## src/rtl/tick_gen_pkg.sv

```systemverilog
// Shared constants and types for the multi-channel tick generator.
// Period constants assume a 25 MHz system clock.
package tick_gen_pkg;

  localparam logic [31:0] DEFAULT_DIV_0P5S = 32'd12500000;
  localparam logic [31:0] DIV_1S           = 32'd25000000;
  localparam logic [31:0] DIV_10S          = 32'd250000000;

  // Per-channel run state: ARMED counts when enabled, DONE parks a finished one-shot.
  typedef enum logic [0:0] {
    CH_ARMED = 1'b0,
    CH_DONE  = 1'b1
  } ch_state_t;

  // Single-bit per-channel state that travels together through the next-state logic.
  typedef struct packed {
    logic pend_valid;
    logic tick;
    logic clk_out;
  } ch_flags_t;

endpackage

```

## src/rtl/tick_gen_mc_if.sv

```systemverilog
// Control/status bundle between a tick generator and its host.
// The host drives enables, modes, sync and period writes; the generator returns ticks, clocks and done flags.
interface tick_gen_mc_if #(
  parameter int CHANNELS = 2,
  parameter int WIDTH    = 32
);

  logic [CHANNELS-1:0] en;
  logic [CHANNELS-1:0] oneshot;
  logic                sync;
  logic [CHANNELS-1:0] div_wr;
  logic [WIDTH-1:0]    div_din;
  logic [CHANNELS-1:0] tick_out;
  logic [CHANNELS-1:0] clk_out;
  logic [CHANNELS-1:0] done;

  modport master (
    output en,
    output oneshot,
    output sync,
    output div_wr,
    output div_din,
    input  tick_out,
    input  clk_out,
    input  done
  );

  modport slave (
    input  en,
    input  oneshot,
    input  sync,
    input  div_wr,
    input  div_din,
    output tick_out,
    output clk_out,
    output done
  );

endinterface

```

## src/rtl/tick_channel.sv

```systemverilog
// One tick generator channel: programmable period, periodic or one-shot, with a
// shadowed period register so a live write never truncates the running period.
module tick_channel
  import tick_gen_pkg::*;
#(
  parameter int               WIDTH       = 32,
  parameter logic [WIDTH-1:0] DEFAULT_DIV = WIDTH'(DEFAULT_DIV_0P5S)
) (
  input  logic             clk,
  input  logic             reset,
  input  logic             en,
  input  logic             oneshot,
  input  logic             sync,
  input  logic             div_wr,
  input  logic [WIDTH-1:0] div_din,
  output logic             tick_out,
  output logic             clk_out,
  output logic             done
);

  logic [WIDTH-1:0] cnt_r;
  logic [WIDTH-1:0] cnt_s;
  logic [WIDTH-1:0] per_r;
  logic [WIDTH-1:0] per_s;
  logic [WIDTH-1:0] shadow_r;
  logic [WIDTH-1:0] shadow_s;
  logic [WIDTH-1:0] last_s;
  logic             wrap_s;
  ch_flags_t        flags_r;
  ch_flags_t        flags_s;
  ch_state_t        state_r;
  ch_state_t        state_s;

  // Terminal count; a programmed period of 0 behaves as 1 so cnt never runs away.
  always_comb begin
    last_s = (per_r == {WIDTH{1'b0}}) ? {WIDTH{1'b0}} : (per_r - WIDTH'(1));
    wrap_s = (cnt_r == last_s);
  end

  // Next-state logic: sync beats disable beats done beats wrap; period writes are layered last.
  always_comb begin
    cnt_s         = cnt_r;
    per_s         = per_r;
    shadow_s      = shadow_r;
    flags_s       = flags_r;
    flags_s.tick  = 1'b0;
    state_s       = state_r;

    if (sync) begin
      cnt_s              = {WIDTH{1'b0}};
      flags_s.clk_out    = 1'b0;
      per_s              = flags_r.pend_valid ? shadow_r : per_r;
      flags_s.pend_valid = 1'b0;
    end else if (!en) begin
      cnt_s              = {WIDTH{1'b0}};
      per_s              = flags_r.pend_valid ? shadow_r : per_r;
      flags_s.pend_valid = 1'b0;
    end else if (state_r == CH_DONE) begin
      cnt_s = {WIDTH{1'b0}};
    end else if (wrap_s) begin
      cnt_s              = {WIDTH{1'b0}};
      flags_s.tick       = 1'b1;
      flags_s.clk_out    = ~flags_r.clk_out;
      per_s              = flags_r.pend_valid ? shadow_r : per_r;
      flags_s.pend_valid = 1'b0;
      state_s            = oneshot ? CH_DONE : CH_ARMED;
    end else begin
      cnt_s = cnt_r + WIDTH'(1);
    end

    // Dropping en is the only way to re-arm a finished one-shot.
    state_s = en ? state_s : CH_ARMED;

    // A write while running lands in the shadow; the pending flag read above is the old one,
    // so a write coincident with a wrap waits for the following wrap.
    case ({div_wr, en})
      2'b10: begin
        per_s              = div_din;
        flags_s.pend_valid = 1'b0;
      end
      2'b11: begin
        shadow_s           = div_din;
        flags_s.pend_valid = 1'b1;
      end
      default: begin
        shadow_s = shadow_s;
      end
    endcase
  end

  // Channel state register with asynchronous active-low reset.
  always_ff @(posedge clk or negedge reset) begin
    if (!reset) begin
      cnt_r    <= {WIDTH{1'b0}};
      per_r    <= DEFAULT_DIV;
      shadow_r <= {WIDTH{1'b0}};
      flags_r  <= '{pend_valid: 1'b0, tick: 1'b0, clk_out: 1'b0};
      state_r  <= CH_ARMED;
    end else begin
      cnt_r    <= cnt_s;
      per_r    <= per_s;
      shadow_r <= shadow_s;
      flags_r  <= flags_s;
      state_r  <= state_s;
    end
  end

  assign tick_out = flags_r.tick;
  assign clk_out  = flags_r.clk_out;
  assign done     = (state_r == CH_DONE);

endmodule

```

## src/rtl/tick_gen_mc.sv

```systemverilog
// Multi-channel tick/clock generator: independent channels sharing one period data bus and
// one phase-sync pulse. tick_out is a clock enable for logic in the clk domain.
module tick_gen_mc
  import tick_gen_pkg::*;
#(
  parameter int               CHANNELS    = 2,
  parameter int               WIDTH       = 32,
  parameter logic [WIDTH-1:0] DEFAULT_DIV = WIDTH'(DEFAULT_DIV_0P5S)
) (
  input  logic          clk,
  input  logic          reset,
  tick_gen_mc_if.slave  bus
);

  logic [CHANNELS-1:0] tick_s;
  logic [CHANNELS-1:0] clk_s;
  logic [CHANNELS-1:0] done_s;

  for (genvar i = 0; i < CHANNELS; i++) begin : g_ch
    tick_channel #(
      .WIDTH       (WIDTH),
      .DEFAULT_DIV (DEFAULT_DIV)
    ) u_ch (
      .clk      (clk),
      .reset    (reset),
      .en       (bus.en[i]),
      .oneshot  (bus.oneshot[i]),
      .sync     (bus.sync),
      .div_wr   (bus.div_wr[i]),
      .div_din  (bus.div_din),
      .tick_out (tick_s[i]),
      .clk_out  (clk_s[i]),
      .done     (done_s[i])
    );
  end

  assign bus.tick_out = tick_s;
  assign bus.clk_out  = clk_s;
  assign bus.done     = done_s;

endmodule

```

## src/flat_wrapper.sv

```systemverilog
// flat-port wrapper written by rule: the top's interface ports become plain ports
module tick_gen_mc_flat import tick_gen_pkg::*;
#(
  parameter int               CHANNELS    = 2,
  parameter int               WIDTH       = 32,
  parameter logic [WIDTH-1:0] DEFAULT_DIV = WIDTH'(DEFAULT_DIV_0P5S)
)
  (clk, reset, bus_en, bus_oneshot, bus_sync, bus_div_wr, bus_div_din, bus_tick_out, bus_clk_out, bus_done);
  tick_gen_mc_if #(.CHANNELS(CHANNELS), .WIDTH(WIDTH)) bus_i ();
  input  logic clk;
  input  logic reset;
  input wire logic [$bits(bus_i.en)-1:0] bus_en;
  input wire logic [$bits(bus_i.oneshot)-1:0] bus_oneshot;
  input wire logic [$bits(bus_i.sync)-1:0] bus_sync;
  input wire logic [$bits(bus_i.div_wr)-1:0] bus_div_wr;
  input wire logic [$bits(bus_i.div_din)-1:0] bus_div_din;
  output wire logic [$bits(bus_i.tick_out)-1:0] bus_tick_out;
  output wire logic [$bits(bus_i.clk_out)-1:0] bus_clk_out;
  output wire logic [$bits(bus_i.done)-1:0] bus_done;
  assign bus_i.en = bus_en;
  assign bus_i.oneshot = bus_oneshot;
  assign bus_i.sync = bus_sync;
  assign bus_i.div_wr = bus_div_wr;
  assign bus_i.div_din = bus_div_din;
  assign bus_tick_out = bus_i.tick_out;
  assign bus_clk_out = bus_i.clk_out;
  assign bus_done = bus_i.done;
  tick_gen_mc #(.CHANNELS(CHANNELS), .WIDTH(WIDTH), .DEFAULT_DIV(DEFAULT_DIV)) u_core (.clk(clk), .reset(reset), .bus(bus_i));
endmodule
```

## config.mk

```make
export PLATFORM = sky130hd
export DESIGN_NAME = tick_gen_mc_flat
export DESIGN_NICKNAME = d
export VERILOG_FILES = /design/src/rtl/tick_gen_pkg.sv /design/src/rtl/tick_gen_mc_if.sv /design/src/rtl/tick_channel.sv /design/src/rtl/tick_gen_mc.sv /design/src/flat_wrapper.sv
export SDC_FILE = /design/constraint.sdc
export NUM_CORES = 1
export LEC_CHECK = 0
export CORE_ASPECT_RATIO = 0.7
export CORE_MARGIN = 2
export CORE_UTILIZATION = 60
export CTS_CLUSTER_DIAMETER = 40
export DETAILED_ROUTE_END_ITERATION = 6
export PLACE_DENSITY = 0.79
export SYNTH_ARGS = -nofsm -noshare
export SYNTH_HDL_FRONTEND = slang
export SYNTH_HIERARCHICAL = 1
export SYNTH_SLANG_ARGS = --single-unit
```

## constraint.sdc

```tcl
create_clock -name clk -period 7.65 [get_ports clk]
set_clock_uncertainty 0.05 [all_clocks]
set_input_delay 1.53 -clock clk [delete_from_list [all_inputs] [get_ports clk]]
set_output_delay 1.53 -clock clk [all_outputs]
set_load 0.01 [all_outputs]
```

==> results by stage <==
Floorplanning:
- The initial utilization of the core area, before any placement, comes to 0.611.
- Measured along the y axis, the die boundary spans 131 µm.
- The core outline area is around 23,000 µm².
- During I/O placement, the number of pins put on the boundary was 47.
- The floorplan step set the die width to 186 µm.
- The die covers 24,300 µm².
- In this run the core area contains 46 standard-cell rows.

Global route:
- Entering global routing, the biggest net connects 84 pins.
- The number of antenna violations at the first check in global routing came to 2.
- Across every metal layer, demand over resource in global routing totals 0.298.
- The first global-routing pass estimated around 57,000 µm of wire.
- The via count of the first global-routing pass is roughly 10,000.
- The final global-route overflow total is 0.

Synthesis:
- In the synthesized netlist the async set-or-reset flop fraction comes to 1.00.
- The number of unique standard cell types used by synthesis is 84.
- The synthesized design spends more area on one cell type than any other, namely sky130_fd_sc_hd__dfrtp_1.
- The synthesized design contains 200 register bits.
- Synthesis handed over a netlist of approximately 1,400 instances.
- For this run, the number of Yosys warnings is 6.
- The number of nets in the synthesized netlist is ~1,500.
- The commonest register cell after synthesis is sky130_fd_sc_hd__dfrtp_1.
- The number of enable flip-flop cells after synthesis is 0.
- The average cell area after synthesis is approximately 9.7 µm².
- The share of the Yosys chip area taken by registers is 0.364.
- Ranked by total cell area, the synthesized netlist is headed by sky130_fd_sc_hd__dfrtp_1 (32%), sky130_fd_sc_hd__mux2_2 (7.8%), sky130_fd_sc_hd__dfstp_2 (4.6%).
- The synthesized netlist occupies a cell area of between 10,000 and 15,000 µm².
- The share of the synthesized area in the top cell type is 0.318.

Clock network:
- The tree built by TritonCTS fans out to 200 sinks.
- The total of hold buffers inserted after clock tree synthesis is 0.
- The clock-pin slew on the worst setup and hold paths is approximately 70 ps.
- The H-tree depth reported by CTS is 4.
- The number of gates resized after CTS was 0.
- The buffer type at the clock tree root is sky130_fd_sc_hd__clkbuf_16.
- The clock insertion delay at the later pin of the skew report is approximately 450 ps.
- The clock passes through at most 2 buffers.
- The number of buffers added by the clock tree synthesis step is 17.
- The number of setup buffers added after CTS is 0.
- TritonCTS built the clock tree.

Timing:
- At the pin with the least slew margin, the transition time is about 1300 ps.
- The max-slew violation count is 0.
- The hold violation total from the final report is 0.
- Setup repair after global routing left no endpoint under its margin.
- Dividing the final minimum period by the clock period gives 0.728.
- The setup violation total in the final timing report is 0.
- The least setup slack across all paths after layout is about 2100 ps.
- Setup total negative slack on the finished layout was measured at 0 ps.
- Derived from the worst setup path, the maximum achievable clock frequency is 180 MHz.
- The final critical-path required period is around 5600 ps.
- Headroom to the max-slew limit came out at 0.156.

Detailed routing:
- The final routed DRC violation total is 0.
- The violation count after the first detailed-routing iteration is approximately 1,400.
- The number of nets with antenna violations after detailed routing is 0.
- Wires add up to between 30,000 and 40,000 µm.
- The routed layout has approximately 11,000 vias.
- The first-pass iteration count of the detailed router is 5.
- The detailed-route vias per instance is approximately 6.5.
- After detailed routing, the average wire length per cell comes to 20.8 µm.

Placement:
- The placed instances occupy a cell area of between 10,000 and 15,000 µm².
- The number of buffers inserted by port buffering is between 40 and 50.
- The number of placed instances, taps included, is 1,686.
- Prior to clock tree synthesis, the placed netlist has a worst setup slack of between 2000 and 2500 ps.
- The wire-length estimate of the detail-placed layout is ~25,000 µm.
- The last weighted congestion value of the routability-driven placer is just under 1.

Worst setup path:
- The minimum setup slack among reg-to-reg paths is 2080 ps.
- The largest single stage delay on the critical path is a little under 1000 ps.
- The endpoint of the worst-slack reg-to-reg timing path is u_core/g_ch[1].u_ch/per_r[2].
- STA classifies the critical path endpoint as a flop.
- Data on the critical path is required at its endpoint by ~7900 ps.
- Following the worst setup path forward leads to its endpoint at u_core/g_ch[1].u_ch/per_r[2].
- The source of the critical timing path is u_core/g_ch[1].u_ch/per_r[8].
- The startpoint of the most critical register-to-register path is u_core/g_ch[1].u_ch/per_r[8].
- The worst setup path is of the reg -> reg kind.
- The kind of cell with the highest combined delay on the critical path is simple AND/OR/NAND/NOR gates.
- The count of cell instances traversed by the critical path is 10.
- Among the stages of the critical path, the cell type that occurs most often is sky130_fd_sc_hd__or4_1.
- The slowest stage of the critical path is the sky130_fd_sc_hd__nor2_4 cell.
- Counting both buffers and inverters, the worst setup path holds a total of 0.
- The depth of the most critical reg-to-reg path is 10.
- The arrival time of data at the critical path endpoint is 5840 ps.
- The worst setup path is launched from a flop.
- The signal on the critical path passes through or4_1, or4b_1, or3_1, mux2i_1, o211ai_1, or4_1, nor4_2, a21oi_2, nor2_4, mux2_2.
- In this run the worst path has a maximum fanout of 32.

Final layout:
- The antenna cell count is 0.
- The combined area of the multi-input logic cells is roughly 8000 µm².
- The net total in the final layout is roughly 1,400.
- The count of non-filler cells in the finished layout is ~1,700.
- Of the cells placed in the final design, the portion with a size suffix greater than 1 is 0.223.
- The sequential cell area is between 5000 and 6000 µm².
- The layout has between 1,500 and 2,000 filler cells.
- Measured on the finished design, the core utilization comes to 0.658.
- The finished cells cover 14,900 µm².
- The layout overhead on the synthesized area is 7.74%.

Pwr:
- The portion of total power attributed to combinational logic is 0.299.
- The share of total power dissipated in the clock network is 0.301.
- The sequential fraction of design power is 0.400.
- The net switching power of the design is 1.17 mW.
- The switching share of power is 0.339.
- Cell internal power was estimated by the tool at 2.28 mW.
- Summed over all cells, the static leakage comes to roughly 5.8 nW.
- Power spread over the standard cell area amounts to roughly 230 nW/µm².
- The peak ir drop on the vdd network is about 0.00018 V.

Status:
- The flow ran to the end, and the final reports show no timing, DRC or antenna violations.

Run:
- The max-capacitance violation count is 0.

Hold path:
- The type of the worst min-delay path is reg -> reg.
worst min-delay path by stage:
stage	startpoint	endpoint	slack (ps)	depth (start not counted)
5_1_grt	u_core/g_ch[1].u_ch/shadow_r[14]	u_core/g_ch[1].u_ch/shadow_r[14]	460	1
2_1_floorplan	u_core/g_ch[1].u_ch/flags_r[2]	u_core/g_ch[1].u_ch/flags_r[2]	400	2
3_3_place_gp	u_core/g_ch[1].u_ch/flags_r[2]	u_core/g_ch[1].u_ch/flags_r[2]	410	2
3_5_place_dp	u_core/g_ch[1].u_ch/shadow_r[14]	u_core/g_ch[1].u_ch/shadow_r[14]	440	1
6_report	u_core/g_ch[1].u_ch/shadow_r[9]	u_core/g_ch[1].u_ch/shadow_r[9]	450	1
4_1_cts	u_core/g_ch[1].u_ch/shadow_r[25]	u_core/g_ch[1].u_ch/shadow_r[25]	460	1
synthesized netlist by cell type, types with 9 or more instances:
cell                       count
sky130_fd_sc_hd__a21oi_1      56
sky130_fd_sc_hd__and3_1       22
sky130_fd_sc_hd__and4_1       37
sky130_fd_sc_hd__buf_1        11
sky130_fd_sc_hd__buf_2        22
sky130_fd_sc_hd__buf_6        10
sky130_fd_sc_hd__clkbuf_1     65
sky130_fd_sc_hd__dfrtp_1     176
sky130_fd_sc_hd__dfstp_2      24
sky130_fd_sc_hd__inv_1        15
sky130_fd_sc_hd__mux2_2       96
sky130_fd_sc_hd__mux2_4       28
sky130_fd_sc_hd__mux2i_1      44
sky130_fd_sc_hd__nand2_1      88
sky130_fd_sc_hd__nand2b_1     11
sky130_fd_sc_hd__nand3_1      43
sky130_fd_sc_hd__nand4_1      24
sky130_fd_sc_hd__nor2_1       84
sky130_fd_sc_hd__nor2b_1      48
sky130_fd_sc_hd__nor3_1       52
sky130_fd_sc_hd__nor3_2       53
sky130_fd_sc_hd__nor3b_1       9
sky130_fd_sc_hd__nor4_1       33
sky130_fd_sc_hd__o21ai_0      22
sky130_fd_sc_hd__o221ai_1     33
sky130_fd_sc_hd__or2_2        39
sky130_fd_sc_hd__or3_1        17
sky130_fd_sc_hd__or4_1        19
sky130_fd_sc_hd__xnor2_1      54
sky130_fd_sc_hd__xor2_1       60
per-layer routing:
| metal | routed length [µm] | global-route usage | share of wire |
|---|---|---|---|
| met1 | 17500 | 0.480 | 0.49 |
| met2 | 14600 | 0.397 | 0.41 |
| met3 | 3170 | 0.0762 | 0.089 |
| met4 | 403 | 0.0595 | 0.011 |
| met5 | 9 | 0 | 0.00025 |
state kept, by name, summed over array words and instances (netlist names):
signal                     flops
u_core/g_ch.u_ch/done          2
u_core/g_ch.u_ch/cnt_r        64
u_core/g_ch.u_ch/clk_out       2
u_core/g_ch.u_ch/tick_out      2
u_core/g_ch.u_ch/flags_r       2
u_core/g_ch.u_ch/shadow_r     64
u_core/g_ch.u_ch/per_r        64
power groups by stage:
stage | clock network (mW) | logic, mW | registers, mW
global placement | 0 | 0.970 | 1.38
global route | 1.09 | 1.11 | 1.39
detailed placement | 0 | 0.998 | 1.39
CTS | 1.05 | 1.01 | 1.37
finish | 1.04 | 1.03 | 1.38
floorplan | 0 | 0.823 | 1.30
cell type report:
cell class,instances,share of cell area
multi-input cells,1098,0.549
clock buffers,22,0.0325
clock inverters,10,0.0126
repair buffers,61,0.0387
well taps,312,0.0262
inverters,15,0.00377
flip-flops and latches,200,0.337
metrics by stage:
stage	hold slack (ps)	total power, mW
6_report	451	3.44
5_1_grt	461	3.60
4_1_cts	456	3.43
3_5_place_dp	440	2.38
3_3_place_gp	414	2.35
2_1_floorplan	398	2.12
cells by family (layout without fill, tap and decap cells):
kind of cell | Yosys count | in the layout | synth area share
fa+ha+maj | 4 | 4 | 0.00361
mux | 169 | 169 | 0.141
flops | 200 | 200 | 0.364
buf+inv | 130 | 108 | 0.0473
compound gates | 191 | 191 | 0.0963
xor+xnor | 117 | 117 | 0.0771
simple gates | 617 | 617 | 0.271
cell usage in the layout (no fill, tap or decap), types with 46 or more instances in the layout:
cell                      Yosys  layout
sky130_fd_sc_hd__nor3_1      52      52
sky130_fd_sc_hd__xor2_1      60      60
sky130_fd_sc_hd__nor2b_1     48      46
sky130_fd_sc_hd__mux2_2      96      96
sky130_fd_sc_hd__a21oi_1     56      56
sky130_fd_sc_hd__nor3_2      53      53
sky130_fd_sc_hd__xnor2_1     54      54
sky130_fd_sc_hd__nand2_1     88      88
sky130_fd_sc_hd__nor2_1      84      84
sky130_fd_sc_hd__dfrtp_1    176     176
Note: power is estimated with default switching activity, not from simulation.
